==> src/rtl/bomb_keypad_defuser.sv <==
// Keypad scanner, frame debouncer and defuse-code entry FSM for the bomb display.
// Optional macro WRONG_PENALTY_EN adds the one-cycle penalty output.
module bomb_keypad_defuser #(
    parameter int unsigned SCAN_DIV   = 50,
    parameter int unsigned DEB_FRAMES = 4,
    parameter logic [15:0] CODE       = 16'h1234,
    parameter int unsigned MAX_TRIES  = 3
) (
    input  logic       clk,
    input  logic       rst,
    input  logic       bomb_on,
    input  logic       arm,
    input  logic       fail,
    input  logic [3:0] row,
    output logic [3:0] col,
    output logic       key_valid,
    output logic [3:0] key_code,
    output logic       start,
    output logic       defused,
    output logic       boom,
    output logic [2:0] tries,
    output logic [2:0] digits
`ifdef WRONG_PENALTY_EN
   ,output logic       penalty
`endif
);

    localparam int DW = $clog2(SCAN_DIV);
    localparam int CW = $clog2(DEB_FRAMES + 1);

    typedef enum logic [1:0] {
        S_IDLE,
        S_ENTRY,
        S_DEFUSED,
        S_BOOM
    } state_t;

    logic [DW-1:0] div_q;
    logic [1:0]    colidx_q;
    logic [1:0]    fnum_q;
    logic [3:0]    fkey_q;
    logic          prev_hit_q;
    logic [3:0]    prev_key_q;
    logic [CW-1:0] cnt_q;
    logic [CW-1:0] cnt_d;
    logic          latched_q;
    logic          kv_q;
    logic [3:0]    key_q;

    logic          tick;
    logic          frame_end;
    logic [2:0]    s_cnt;
    logic [1:0]    s_row;
    logic [2:0]    sum;
    logic [1:0]    acc_num;
    logic [3:0]    acc_key;
    logic          f_hit;

    state_t        state_q;
    logic          arm_q;
    logic          start_q;
    logic          defused_q;
    logic          boom_q;
    logic [2:0]    tries_q;
    logic [2:0]    digits_q;
    logic [15:0]   entry_q;
    logic [2:0]    tries_inc;
`ifdef WRONG_PENALTY_EN
    logic          pen_q;
`endif

    assign tick      = (div_q == DW'(SCAN_DIV - 1));
    assign frame_end = tick && (colidx_q == 2'd3);

    always_comb begin
        s_cnt = '0;
        s_row = '0;
        for (int r = 0; r < 4; r++) begin
            if (!row[r]) begin
                s_cnt = s_cnt + 3'd1;
                s_row = 2'(r);
            end
        end
    end

    // Low bits accumulate across the frame; two or more means a ghosted press.
    assign sum     = {1'b0, fnum_q} + s_cnt;
    assign acc_num = (sum > 3'd1) ? 2'd2 : sum[1:0];
    assign acc_key = (s_cnt != 3'd0) ? {s_row, colidx_q} : fkey_q;
    assign f_hit   = (acc_num == 2'd1);

    always_comb begin
        if (!f_hit)
            cnt_d = '0;
        else if (prev_hit_q && (acc_key == prev_key_q))
            cnt_d = (cnt_q >= CW'(DEB_FRAMES)) ? cnt_q : cnt_q + CW'(1);
        else
            cnt_d = CW'(1);
    end

    always_ff @(posedge clk) begin
        if (rst || !bomb_on) begin
            div_q      <= '0;
            colidx_q   <= '0;
            fnum_q     <= '0;
            fkey_q     <= '0;
            prev_hit_q <= 1'b0;
            prev_key_q <= '0;
            cnt_q      <= '0;
            latched_q  <= 1'b0;
            kv_q       <= 1'b0;
            key_q      <= '0;
        end else begin
            kv_q  <= 1'b0;
            div_q <= tick ? '0 : div_q + DW'(1);
            if (tick) begin
                colidx_q <= colidx_q + 2'd1;
                if (frame_end) begin
                    fnum_q     <= '0;
                    fkey_q     <= '0;
                    prev_hit_q <= f_hit;
                    prev_key_q <= acc_key;
                    cnt_q      <= cnt_d;
                    if (!f_hit) begin
                        latched_q <= 1'b0;
                    end else if ((cnt_d >= CW'(DEB_FRAMES)) && !latched_q) begin
                        kv_q      <= 1'b1;
                        key_q     <= acc_key;
                        latched_q <= 1'b1;
                    end
                end else begin
                    fnum_q <= acc_num;
                    fkey_q <= acc_key;
                end
            end
        end
    end

    assign tries_inc = tries_q + 3'd1;

    always_ff @(posedge clk) begin
        if (rst || !bomb_on) begin
            state_q   <= S_IDLE;
            arm_q     <= 1'b0;
            start_q   <= 1'b0;
            defused_q <= 1'b0;
            boom_q    <= 1'b0;
            tries_q   <= '0;
            digits_q  <= '0;
            entry_q   <= '0;
`ifdef WRONG_PENALTY_EN
            pen_q     <= 1'b0;
`endif
        end else begin
            arm_q <= arm;
`ifdef WRONG_PENALTY_EN
            pen_q <= 1'b0;
`endif
            unique case (state_q)
                S_IDLE: begin
                    if (arm && !arm_q) begin
                        state_q <= S_ENTRY;
                        start_q <= 1'b1;
                    end
                end
                S_ENTRY: begin
                    if (fail) begin
                        state_q <= S_BOOM;
                        start_q <= 1'b0;
                        boom_q  <= 1'b1;
                    end else if (kv_q) begin
                        if (key_q <= 4'd9) begin
                            if (digits_q != 3'd4) begin
                                entry_q  <= {entry_q[11:0], key_q};
                                digits_q <= digits_q + 3'd1;
                            end
                        end else if (key_q == 4'hE) begin
                            entry_q  <= '0;
                            digits_q <= '0;
                        end else if (key_q == 4'hF) begin
                            if ((digits_q == 3'd4) && (entry_q == CODE)) begin
                                state_q   <= S_DEFUSED;
                                start_q   <= 1'b0;
                                defused_q <= 1'b1;
                            end else begin
                                tries_q  <= tries_inc;
                                entry_q  <= '0;
                                digits_q <= '0;
                                if (tries_inc == 3'(MAX_TRIES)) begin
                                    state_q <= S_BOOM;
                                    start_q <= 1'b0;
                                    boom_q  <= 1'b1;
                                end else begin
`ifdef WRONG_PENALTY_EN
                                    pen_q <= 1'b1;
`endif
                                end
                            end
                        end
                    end
                end
                S_DEFUSED: begin
                end
                S_BOOM: begin
                end
            endcase
        end
    end

    assign col       = bomb_on ? ~(4'b0001 << colidx_q) : 4'b1111;
    assign key_valid = kv_q;
    assign key_code  = key_q;
    assign start     = start_q;
    assign defused   = defused_q;
    assign boom      = boom_q;
    assign tries     = tries_q;
    assign digits    = digits_q;
`ifdef WRONG_PENALTY_EN
    assign penalty   = pen_q;
`endif

endmodule
==> config.mk <==
export PLATFORM = sky130hd
export DESIGN_NAME = bomb_keypad_defuser
export DESIGN_NICKNAME = d
export VERILOG_FILES = /design/src/rtl/bomb_keypad_defuser.sv
export SDC_FILE = /design/constraint.sdc
export NUM_CORES = 1
export LEC_CHECK = 0
export ABC_CLOCK_PERIOD_IN_PS = 8000
export CORE_ASPECT_RATIO = 1.2
export CORE_UTILIZATION = 29
export DETAILED_ROUTE_END_ITERATION = 6
export DONT_BUFFER_PORTS = 1
export PLACE_DENSITY = 0.51
export REMOVE_ABC_BUFFERS = 1
export SLEW_MARGIN = 10
export SYNTH_ARGS = -nofsm -noshare
export SYNTH_HDL_FRONTEND = slang
export SYNTH_SLANG_ARGS = --single-unit
export TNS_END_PERCENT = 50
==> constraint.sdc <==
create_clock -name clk -period 8 [get_ports clk]
set_clock_uncertainty 0.15 [all_clocks]
set_input_delay 0.8 -clock clk [delete_from_list [all_inputs] [get_ports clk]]
set_output_delay 0.8 -clock clk [all_outputs]
set_load 0.02 [all_outputs]
==> results.toml <==
[placed_design]
globalplace.congestion = 0.805
io_buffers = 0
place_ws_ns = 3.48
dp_hpwl_mm = 4.57

[timing]
min_period_over_period_pct = 53.0
slew_viol_final = 0
min_period_ns = 4.24
slew_headroom_pct = 42.3
fmax_mhz = 236
timing.setup.tns_ns = 0
hold_violations = 0
setup_viol = 0
worst_pin_slew_ns = 0.864
rsz0062_at_grt = "false"
setup_ws_ns = 3.76

[route]
drc_errors = 0
wl_mm = 6.30
avgRoutedWirePerCell_um = 13.9
drtPass1Iterations = 4
final_antenna_net_count = 0
viasPerCell = 5.18
vias = 2343
dr.first_iter.drc_count = 115

[min_path]
min_path_cells = 2
min_path_type = "register to register"
hold_end = "prev_hit_q"
hold_start = "prev_hit_q"

[grt]
grt_util_met1_pct = 15.9
gr-usage-met2_pct = 20.5
grtUsageMet3_pct = 2.37
grt_max_degree = 46
grt_first_pass_wirelength_mm = 10.6
grt_pass1_vias = 2211
antenna_found_initial = 0
top_usage_layer = "met2"
grt_usage_pct = 12.4
grt_overflow = 0

[floorplanning]
rows = 39
die_w_um = 94.1
die_area_sq_um = 10600
die-height_um = 112
start_util_pct = 30.4
io_pins = 27
core_sq_um = 9710

[yosys]
seq_area_frac_synth_pct = 38.0
synth.avg_cell_area_sq_um = 8.83
synth_warnings = 0
ys_types = 60
synth_edf_count = 0
synth-main-ff-cell = "dfxtp_1"
syn_area_sq_um = 2950
ys_ff_latch = 56
synthCells = 334
async_flop_share_pct = 0

[critical_path]
cp.required_ns = 8.07
path_delay_family = "compound AO/OA/AOI/OAI gates"
reg2reg_slack_ns = 5.04
rr_startpoint = "colidx_q[1]"
startpoint = "row[0]"
crit_arrival_ns = 4.31
cp_slowest_cell = "a2111oi_2"
r2r_cells = 6
critPathKind = "input pin to register"
path_cells = "inv_1, ha_1, xnor2_1, ha_1, nor2_1, a31o_2, inv_2, fa_1, xnor3_1, nand3_1, a2111oi_2, nand4_1, a21oi_1"
startpoint_type = "input pin"
r2r-end = "key_code[1]"
end_kind = "register"
critPathMaxFanout = 8
critPathMostFrequentCell = "ha_1"
critPathBufInv = 2
cpPeakStageDelay_ns = 0.80

[power_and_ir_drop]
power.density_nw_per_um2 = 173
leakagePower_nw = 1.04
ir_drop_uv = 74.8

[final_layout]
layout_common_cells = "56 x dfxtp_1, 42 x nor2_1, 30 x nand2_1"
mostFrequentLayoutCell = "dfxtp_1"
fillers = 1020
layout-drive-gt1-share_pct = 8.81
antenna_cells = 0
area_growth_pct = 8.14
nets = 354

[clock_network]
ctsResizeCount = 0
clkSinkCount = 56
cts_buffers = 5
postCtsSetupBuffers = 0
clk_pin_slew_worst_paths_ns = 0.07
clock_tree.buffer_depth = 2
cts_tree = "built"
root_buffer = "clkbuf_16"
h-tree-depth = 2
clock_latency_ns = 0.30
cts_hold_buf = 0

[flow_run]
maxCapViolations = 0

[outcome]
status = "finished, final reports clean"
## through the flow
step,power [mW],area (sq um),std cells,util [%],hold WS [ns]
after floorplan,0.328,2870,319,-,0.280
after global placement,0.338,3040,444,31.3,0.298
after detailed placement,0.339,3040,444,31.3,0.298
after CTS,0.559,3190,452,32.9,0.308
after global routing,0.574,3190,452,32.9,0.336
final,0.552,3190,452,32.9,0.305
## power breakdown
| group | total (mW) | switching, mW | internal, mW |
|---|---|---|---|
| registers | 0.281 | 0.00154 | 0.280 |
| clock network | 0.219 | 0.102 | 0.117 |
| logic | 0.0515 | 0.0332 | 0.0184 |
| total | 0.552 | 0.137 | 0.415 |
## registers in the layout, indices dropped and copies added, names as in the netlist
name / count
defused: 1
prev_key_q: 4
start: 1
latched_q: 1
boom: 1
tries: 3
fkey_q: 4
colidx_q: 2
state_q: 2
arm_q: 1
key_valid: 1
key_code: 4
entry_q: 16
prev_hit_q: 1
fnum_q: 2
cnt_q: 3
digits: 3
div_q: 6
## kinds of logic after synthesis
logic type | after synthesis | synth area share (%)
simple gates | 130 | 22.9
xor+xnor | 16 | 5.22
buf+inv | 33 | 4.92
compound gates | 74 | 17.8
mux | 8 | 3.73
flops | 56 | 38.0
fa+ha+maj | 17 | 7.46
## Yosys cell counts (3+ instances only)
cell / number / share of area, %
dfxtp_1: 56 / 38
nor2_1: 42 / 5.3
nand2_1: 30 / 3.8
a21oi_1: 24 / 4.1
a22oi_1: 17 / 4.3
inv_1: 17 / 2.2
ha_1: 16 / 6.8
xnor2_1: 11 / 3.3
clkbuf_1: 9 / 1.1
nand4_1: 9 / 1.9
nand3_1: 8 / 1.4
o21ai_0: 5 / 0.85
a31o_1: 4 / 1.2
and2_1: 4 / 0.85
mux2_2: 4 / 1.5
nor2b_1: 4 / 0.85
nor3b_1: 4 / 1.0
nor4b_1: 4 / 1.2
or3_1: 4 / 0.85
xor2_1: 4 / 1.2
a211oi_1: 3 / 0.76
and3_1: 3 / 0.64
or2_2: 3 / 0.64
or4_1: 3 / 0.76
## area by class of cell
class / instances / area (sq um) / area share (%)
clock inverter: 3 / 23.8 / 0.745
sequential: 56 / 1120 / 35.1
timing repair buffer: 2 / 15.0 / 0.471
tap: 123 / 154 / 4.82
multi-input combinational: 245 / 1680 / 52.8
clock buffer: 5 / 125 / 3.92
inverter: 18 / 67.6 / 2.12
## layer usage
layer  routed length [um]  part of all wire, %  vias up
li1                     -                    -     1171
met1                 3010                   48     1120
met2                 2950                   47       44
met3                  230                  3.7        8
met4                  104                  1.7        0
met5                    0                    0        -
## how the worst max path moves through the flow
| stage | end | cells past startpoint |
|---|---|---|
| global route | key_code[2] | 13 |
| detailed placement | key_code[1] | 13 |
| global placement | key_code[0] | 13 |
| CTS | key_code[1] | 13 |
| finish | key_code[1] | 13 |
| floorplan | key_code[0] | 13 |
## worst reg2reg max path: stages, from the launching register on
cell and delay, ns:
dfxtp_1 0.46, ha_1 0.41, and3_1 0.42, nand3_1 0.26, a2111oi_2 0.80, nand4_1 0.19, a21oi_1 0.19
No activity file was read; power rests on OpenSTA's default activity.
